[src/rtl/uart_tx_arb.sv]
// uart_tx_arb: round-robin scheduler that shares one UART sif port among N_CLIENTS byte producers.
// Define UART_TX_ARB_LOCK_EN to add the lock port that keeps a locked client's packet contiguous.
module uart_tx_arb #(
    parameter int N_CLIENTS = 4,
    parameter int ADDR_W = 8,
    parameter logic [ADDR_W-1:0] STATUS_ADDR = 8'h08,
    parameter logic [ADDR_W-1:0] TX_ADDR = 8'h00,
    parameter int BUSY_BIT = 0,
    parameter int POLL_MAX = 1023
) (
    input  logic                         clk,
    input  logic                         resetn,
    input  logic [N_CLIENTS-1:0]         req,
    input  logic [8*N_CLIENTS-1:0]       data,
    output logic [N_CLIENTS-1:0]         ack,
    output logic [N_CLIENTS-1:0]         err,
    output logic [$clog2(N_CLIENTS)-1:0] grant_id,
    output logic                         busy,
    output logic [ADDR_W-1:0]            sif_addr,
    output logic                         sif_re,
    output logic                         sif_we,
    output logic [31:0]                  sif_wd,
    input  logic [31:0]                  sif_rd
`ifdef UART_TX_ARB_LOCK_EN
    ,
    input  logic [N_CLIENTS-1:0]         lock
`endif
);
    localparam int GW = $clog2(N_CLIENTS);
    localparam int PW = $clog2(POLL_MAX + 1);
    localparam logic [1:0] IDLE = 2'd0, POLL = 2'd1, CHECK = 2'd2, WRITE = 2'd3;

    logic [1:0]           state;
    logic [GW-1:0]        last_grant;
    logic [GW-1:0]        pick;
    logic [PW-1:0]        poll_cnt;
    logic [7:0]           byte_q;
    logic                 found;
    logic [GW:0]          s;
    logic [N_CLIENTS-1:0] one_hot;
    logic                 unused_rd;
`ifdef UART_TX_ARB_LOCK_EN
    logic                 hold;
`endif

    assign unused_rd = ^sif_rd;
    assign one_hot = {{(N_CLIENTS-1){1'b0}}, 1'b1} << grant_id;

    // first requester after last_grant, wrapping mod N_CLIENTS
    always_comb begin
        pick = last_grant;
        found = 1'b0;
        s = '0;
        for (int k = 1; k <= N_CLIENTS; k++) begin
            s = {1'b0, last_grant} + k[GW:0];
            if (s >= (GW+1)'(N_CLIENTS)) s = s - (GW+1)'(N_CLIENTS);
            if (!found && req[s[GW-1:0]]) begin
                pick = s[GW-1:0];
                found = 1'b1;
            end
        end
`ifdef UART_TX_ARB_LOCK_EN
        if (hold && req[grant_id]) pick = grant_id;
`endif
    end

    always_ff @(posedge clk or negedge resetn) begin
        if (!resetn) begin
            state <= IDLE;
            ack <= '0;
            err <= '0;
            sif_re <= 1'b0;
            sif_we <= 1'b0;
            sif_addr <= '0;
            sif_wd <= '0;
            busy <= 1'b0;
            grant_id <= '0;
            poll_cnt <= '0;
            byte_q <= '0;
            last_grant <= GW'(N_CLIENTS - 1);
`ifdef UART_TX_ARB_LOCK_EN
            hold <= 1'b0;
`endif
        end else begin
            ack <= '0;
            err <= '0;
            sif_re <= 1'b0;
            sif_we <= 1'b0;
            case (state)
                IDLE: if (|req) begin
                    grant_id <= pick;
                    byte_q <= data[8*pick +: 8];
                    poll_cnt <= '0;
                    sif_re <= 1'b1;
                    sif_addr <= STATUS_ADDR;
                    busy <= 1'b1;
                    state <= POLL;
`ifdef UART_TX_ARB_LOCK_EN
                    hold <= 1'b0;
`endif
                end
                POLL: state <= CHECK;
                CHECK: if (!sif_rd[BUSY_BIT]) begin
                    sif_we <= 1'b1;
                    sif_addr <= TX_ADDR;
                    sif_wd <= {24'h0, byte_q};
                    ack <= one_hot;
                    state <= WRITE;
                end else if (poll_cnt != PW'(POLL_MAX)) begin
                    poll_cnt <= poll_cnt + 1'b1;
                    sif_re <= 1'b1;
                    sif_addr <= STATUS_ADDR;
                    state <= POLL;
                end else begin
                    err <= one_hot;
                    last_grant <= grant_id;
                    busy <= 1'b0;
                    state <= IDLE;
                end
                default: begin
                    busy <= 1'b0;
                    state <= IDLE;
`ifdef UART_TX_ARB_LOCK_EN
                    hold <= lock[grant_id];
                    if (!lock[grant_id]) last_grant <= grant_id;
`else
                    last_grant <= grant_id;
`endif
                end
            endcase
        end
    end
endmodule
[config.mk]
export PLATFORM = sky130hd
export DESIGN_NAME = uart_tx_arb
export DESIGN_NICKNAME = d
export VERILOG_FILES = /design/src/rtl/uart_tx_arb.sv
export SDC_FILE = /design/constraint.sdc
export NUM_CORES = 1
export LEC_CHECK = 0
export CAP_MARGIN = 20
export CORE_ASPECT_RATIO = 1.4
export CORE_MARGIN = 8
export CORE_UTILIZATION = 40
export CTS_BUF_LIST = sky130_fd_sc_hd__clkbuf_2
export DETAILED_ROUTE_END_ITERATION = 10
export PLACE_DENSITY_LB_ADDON = 0.05
export SLEW_MARGIN = 30
export SYNTH_ARGS = -nofsm -noshare
export SYNTH_HDL_FRONTEND = slang
export SYNTH_SLANG_ARGS = --single-unit
[constraint.sdc]
create_clock -name clk -period 3.1 [get_ports clk]
set_input_delay 0.465 -clock clk [delete_from_list [all_inputs] [get_ports clk]]
set_output_delay 0.465 -clock clk [all_outputs]
set_load 0.02 [all_outputs]
After elaboration in Yosys (flattened, before gate mapping)
Cells that the tools add are included.
Cells by class
  magnitude comparators: 8
  add/sub/neg operators: 9
  eq/ne operators: 8
  bitwise logic cells: 3
  shifts and indexed selects: 2
  reductions and logical operators: 16
  multiplexer cells: 49
Operator list (count)
  variable part select 32 x 6 -> 8 bit: 1
  two-way mux 10 bit: 3
  two-way mux 2 bit: 12
  two-way mux 8 bit: 3
  two-way mux 4 bit: 5
  one-hot mux 10 bit (2 select lines): 1
  two-way mux 1 bit: 16
  one-hot mux 8 bit (2 select lines): 1
  >= comparator 3 bit, second input constant: 4
  < comparator 2 x 3 -> 1 bit, second input constant: 4
  adder 10 x 1 -> 10 bit, second input constant: 1
  != test 10 bit, second input constant: 1
  binary-select mux 1 bit (select 2 bit): 4
  != test 2 bit, second input constant: 4
  AND reduction 4 bit: 2
  subtractor 2 x 1 -> 2 bit, second input constant: 4
  adder 2 x 2 -> 3 bit, second input constant: 2
  one-hot mux 2 bit (3 select lines): 1
  AND reduction 3 bit: 2
  one-hot mux 2 bit (2 select lines): 1
  AND reduction 2 bit: 2
  OR reduction 4 bit: 1
  left shift 1 x 2 -> 4 bit, first input constant: 1
  adder 2 x 1 -> 3 bit, second input constant: 1
  other kinds (12): 18
Storage, ports and cells
  output and inout port bits: 53
  flip-flop bits (word level): 51
  word-level logic and storage cells: 107

Logic depth before layout (Yosys ltp)
  word-level depth: 16
  gate-level depth with buffers: 7
  mapped depth without buffers: 6

Least setup slack after synthesis
No wires, ideal clock.
  path kind: reg-to-reg
  from: reg last_grant[1]
  to: reg byte_q[6]
  required time: 2966 ps
  stages on the path, launching flop included: 8
  slack: 1151 ps
  arrival: 1815 ps
  buffers on the path: 2
  period minus slack after synthesis: 1949 ps
  cell sequence: dfstp_2 -> buf_4 -> mux2i_1 -> a221oi_4 -> buf_6 -> mux2_1 -> nor3_1 -> a211oi_2
On the way
  word-level cells in the longest chain between the ends: 16
Ends and longest elaborated chain
  start: declaration: line 34  | logic [GW-1:0] last_grant;
  start signal: assignment: line 80  | last_grant <= GW'(N_CLIENTS - 1);
  start signal: assignment: line 116  | last_grant <= grant_id;
  start signal: assignment: line 127  | last_grant <= grant_id;
  adder 2 x 1 -> 3 bit: line 55  | s = {1'b0, last_grant} + k[GW:0];
  >= comparator 3 bit or subtractor 2 x 1 -> 2 bit (tied branches): line 56  | if (s >= (GW+1)'(N_CLIENTS)) s = s - (GW+1)'(N_CLIENTS);
  two-way mux 2 bit: line 56
  binary-select mux 1 bit (select 2 bit): line 57  | if (!found && req[s[GW-1:0]]) begin
  two-way mux 1 bit (implied by the code): line 57
  two-way mux 1 bit: line 57
  logical NOT 1 bit: line 57
  logical AND 1 bit: line 57
  two-way mux 1 bit: line 57
  logical NOT 1 bit: line 57
  logical AND 1 bit: line 57
  two-way mux 1 bit: line 57
  logical NOT 1 bit: line 57
  logical AND 1 bit: line 57
  two-way mux 2 bit (*): line 57
  variable part select 32 x 6 -> 8 bit (*): line 92  | byte_q <= data[8*pick +: 8];
  end signal: assignment: line 92
  end: declaration: line 37  | logic [7:0] byte_q;
Mark *: on every way between the ends. The rest lies on a longest branch, timed or not. The select of a mux whose other input is x is not followed.
A chain may end at the register's enable or synchronous reset.

Final worst setup path
  from: in req[3]
  to: reg poll_cnt[8]
On the way
  word-level cells in the longest chain between the ends: 3
Ends and longest elaborated chain
  start: declaration: line 13  | input logic [N_CLIENTS-1:0] req,
  OR reduction 4 bit: line 90  | IDLE: if (|req) begin
  != test 2 bit (no source line)
  AND reduction 4 bit (no source line)
  end signal: assignment: line 110  | poll_cnt <= poll_cnt + 1'b1;
  end: declaration: line 36  | logic [PW-1:0] poll_cnt;
No other way between the ends.

==> results.toml <==
[outcome]
status = "complete, no violations"

[grt]
track_usage = 0.131
grt_pass1_vias = 1886
grt_first_pass_wirelength_um = 9130
grt_use_met1 = 0.143
grtUsageMet2 = 0.238
grt_max_degree = 45
antenna_found_initial = 0
gr-total-overflow = 0
busiest_layer = "met2"
gr-usage-met3 = 0.0334

[cells_and_area]
fin_nets = 376
area_growth_pct = 24.2
postLayoutCellArea_um2 = 2980
seq_area_um2 = 1100
fillCellCount = 571
antenna_cells = 0
final_cells = 376
multi_input_area_um2 = 1090
drive_gt1_frac = 0.0686

[worst_setup_path]
end_kind = "register"
path_max_fanout = 13
cp-start-kind = "primary input"
reg2reg_from = "last_grant[1]"
slowest_delay_ns = 0.61
cpLargestDelayFamily = "buffers and inverters"
worstPathRequired_ns = 3.38
crit_start = "req[3]"
crit_chain = "clkdlybuf4s50_1 -> nor4_2 -> or3_1 -> buf_12 -> a2111oi_2 -> xnor2_1 -> nor2_1"
path_class = "primary input to register"
crit_arrival_ns = 2.48
cp.buffers_inverters = 2
crit_slowest_cell = "clkdlybuf4s50_1"

[yosys]
synth_most_common_cell = "dfrtp_1"
syn_inst = 246
synth-async-reset-ratio = 1.00
yosysTopAreaCellShare = 0.439
synth_cell_types = 43
synthesis.area_um2 = 2400
syn_area_per_cell_um2 = 9.74
synth_commonest_cells = "dfrtp_1 (42), nand2_1 (35), buf_4 (32), nor2_1 (28), mux2i_1 (10)"
ys_warn_count = 0
synthFlopType = "dfrtp_1"
synth_edf_count = 0
seq_area_frac_synth = 0.461
yosys_register_bits = 44
yosysTopAreaCell = "dfrtp_1"
synth_area_leaders = "dfrtp_1 (44%), buf_4 (10%), nand2_1 (5.5%)"

[floorplan]
row_count = 33
dieArea_um2 = 8760
io_pins = 123
chipWidth_um = 81.4
start_util = 0.412
die_h_um = 108
core_area_um2 = 5820

[detailed_routing]
drtPass1Iterations = 4
via_count = 1750
antenna_left = 0
wire_per_inst_um = 14.8
drt-initial-drc-count = 69
drc = 0
via_per_inst = 4.65
routed_wl_um = 5580

[timing]
layout_worst_path_cycle_share = 0.712
fin_crit_ns = 2.21
final-hold-violation-count = 0
finClkSkew_ns = 0.0171
fmax_mhz = 453
setup_viol = 0
worst_pin_slew_ns = 0.744
slew_headroom = 0.502
drv_slew = 0
setup-tns-final_ns = 0
rsz0062_at_grt = "no"

[clocking]
cts-root-buf = "clkbuf_2"
cts_buffer_depth = 2
postCtsHoldBufs = 0
numCtsBuffers = 5
clock_sinks = 44
cts_resized = 0
cts_setup_buffers = 0
clk_latency_ns = 0.40
path_clk_slew_ns = 0.21
htree_levels = 2
tritoncts = "built"

[power_and_ir_drop]
power_uw = 2250
clock_power_share = 0.106
power_per_cell_area_nw_per_um2 = 756
p_int_uw = 1300
seq_power_share = 0.413
ir_worst_vdd_uv = 429
power.switching_uw = 947
leakagePower_uw = 0.00130
pwr-share-comb = 0.481
switching_share = 0.421

[run]
drv_cap = 0

[worst_hold_path]
min_path_type = "primary input to asynchronous set/reset pin"

[placed_design]
portBuffers = 60
place_congestion = 0.718
postPlaceCellArea_um2 = 2930
dp_hpwl_um = 4270
post-place-cells = 368
## flip-flops by register name, indices dropped and copies added, names as in the netlist
register	count
poll_cnt	10
byte_q	8
sif_wd	8
ack	4
err	4
grant_id	2
last_grant	2
state	2
busy	1
sif_addr	1
sif_re	1
sif_we	1
## through the flow
stage | hold WS [ns] | setup slack [ns] | utilization
after floorplan | 0.169 | 1.15 | -
after global placement | 0.453 | 0.175 | 0.502
after detailed placement | 0.457 | 0.459 | 0.504
after CTS | 0.0213 | 0.922 | 0.511
after global routing | 0.0241 | 0.780 | 0.511
final | 0.0165 | 0.893 | 0.511
## cell families after synthesis
| group | after synthesis | share of synthesized area |
|---|---|---|
| and+or+nand+nor | 97 | 0.187 |
| buffers and inverters | 47 | 0.135 |
| DFF | 44 | 0.461 |
| AOI/OAI and AO/OA | 35 | 0.125 |
| muxes | 13 | 0.0559 |
| xor gates and xnor gates | 8 | 0.0292 |
| adders and majority gates | 1 | 0.00522 |
| other | 1 | 0.00157 |
## path summary, 6_finish.rpt
check                                endpoint  slack, ns  depth (start not counted)
worst max register to register      byte_q[0]       0.97                          6
min in group clk                    sif_wd[7]       0.50                          2
worst min-delay path                   sif_we       0.02                          1
worst max-delay path              poll_cnt[8]       0.89                          7
worst min register to register      sif_wd[7]       0.50                          2
max in group asynchronous       last_grant[0]       2.69                          1
## cell type report
type | instances | area share
clock buffer | 6 | 0.0101
tap | 70 | 0.0294
clock inverter | 2 | 0.00378
inverter | 6 | 0.00757
sequential | 44 | 0.371
multi-input combinational | 185 | 0.365
timing repair buffer | 63 | 0.213
## power groups by stage
stage | clock (µW) | sequential [µW] | combinational (µW)
global route | 271 | 964 | 1190
finish | 239 | 929 | 1080
global placement | 0 | 932 | 1090
detailed placement | 0 | 944 | 1100
CTS | 251 | 931 | 1100
floorplan | 0 | 996 | 670
## routing by layer
layer,vias up,wire length [µm]
met1,820,2220
li1,886,-
met2,38,2960
met5,-,0
met4,0,63
met3,6,335
## placed cells by master, fill, tap and decap left out, types with 2 or more instances in the layout
master           count
a211oi_1             9
clkdlybuf4s50_1     59
mux2i_1             10
a211oi_2             2
inv_1                5
clkinv_1             2
clkbuf_2             6
conb_1              31
a2111oi_0            7
buf_4                3
nor3_1               5
a21oi_1              3
or3_1                2
nand2_1             35
nor2b_1              8
o21ai_0              4
mux2_1               3
nand3_1              7
dfrtp_1             42
nand2b_1             5
dfstp_2              2
xnor2_1              8
nor2_1              28
Power figures use the tool's default switching activity.
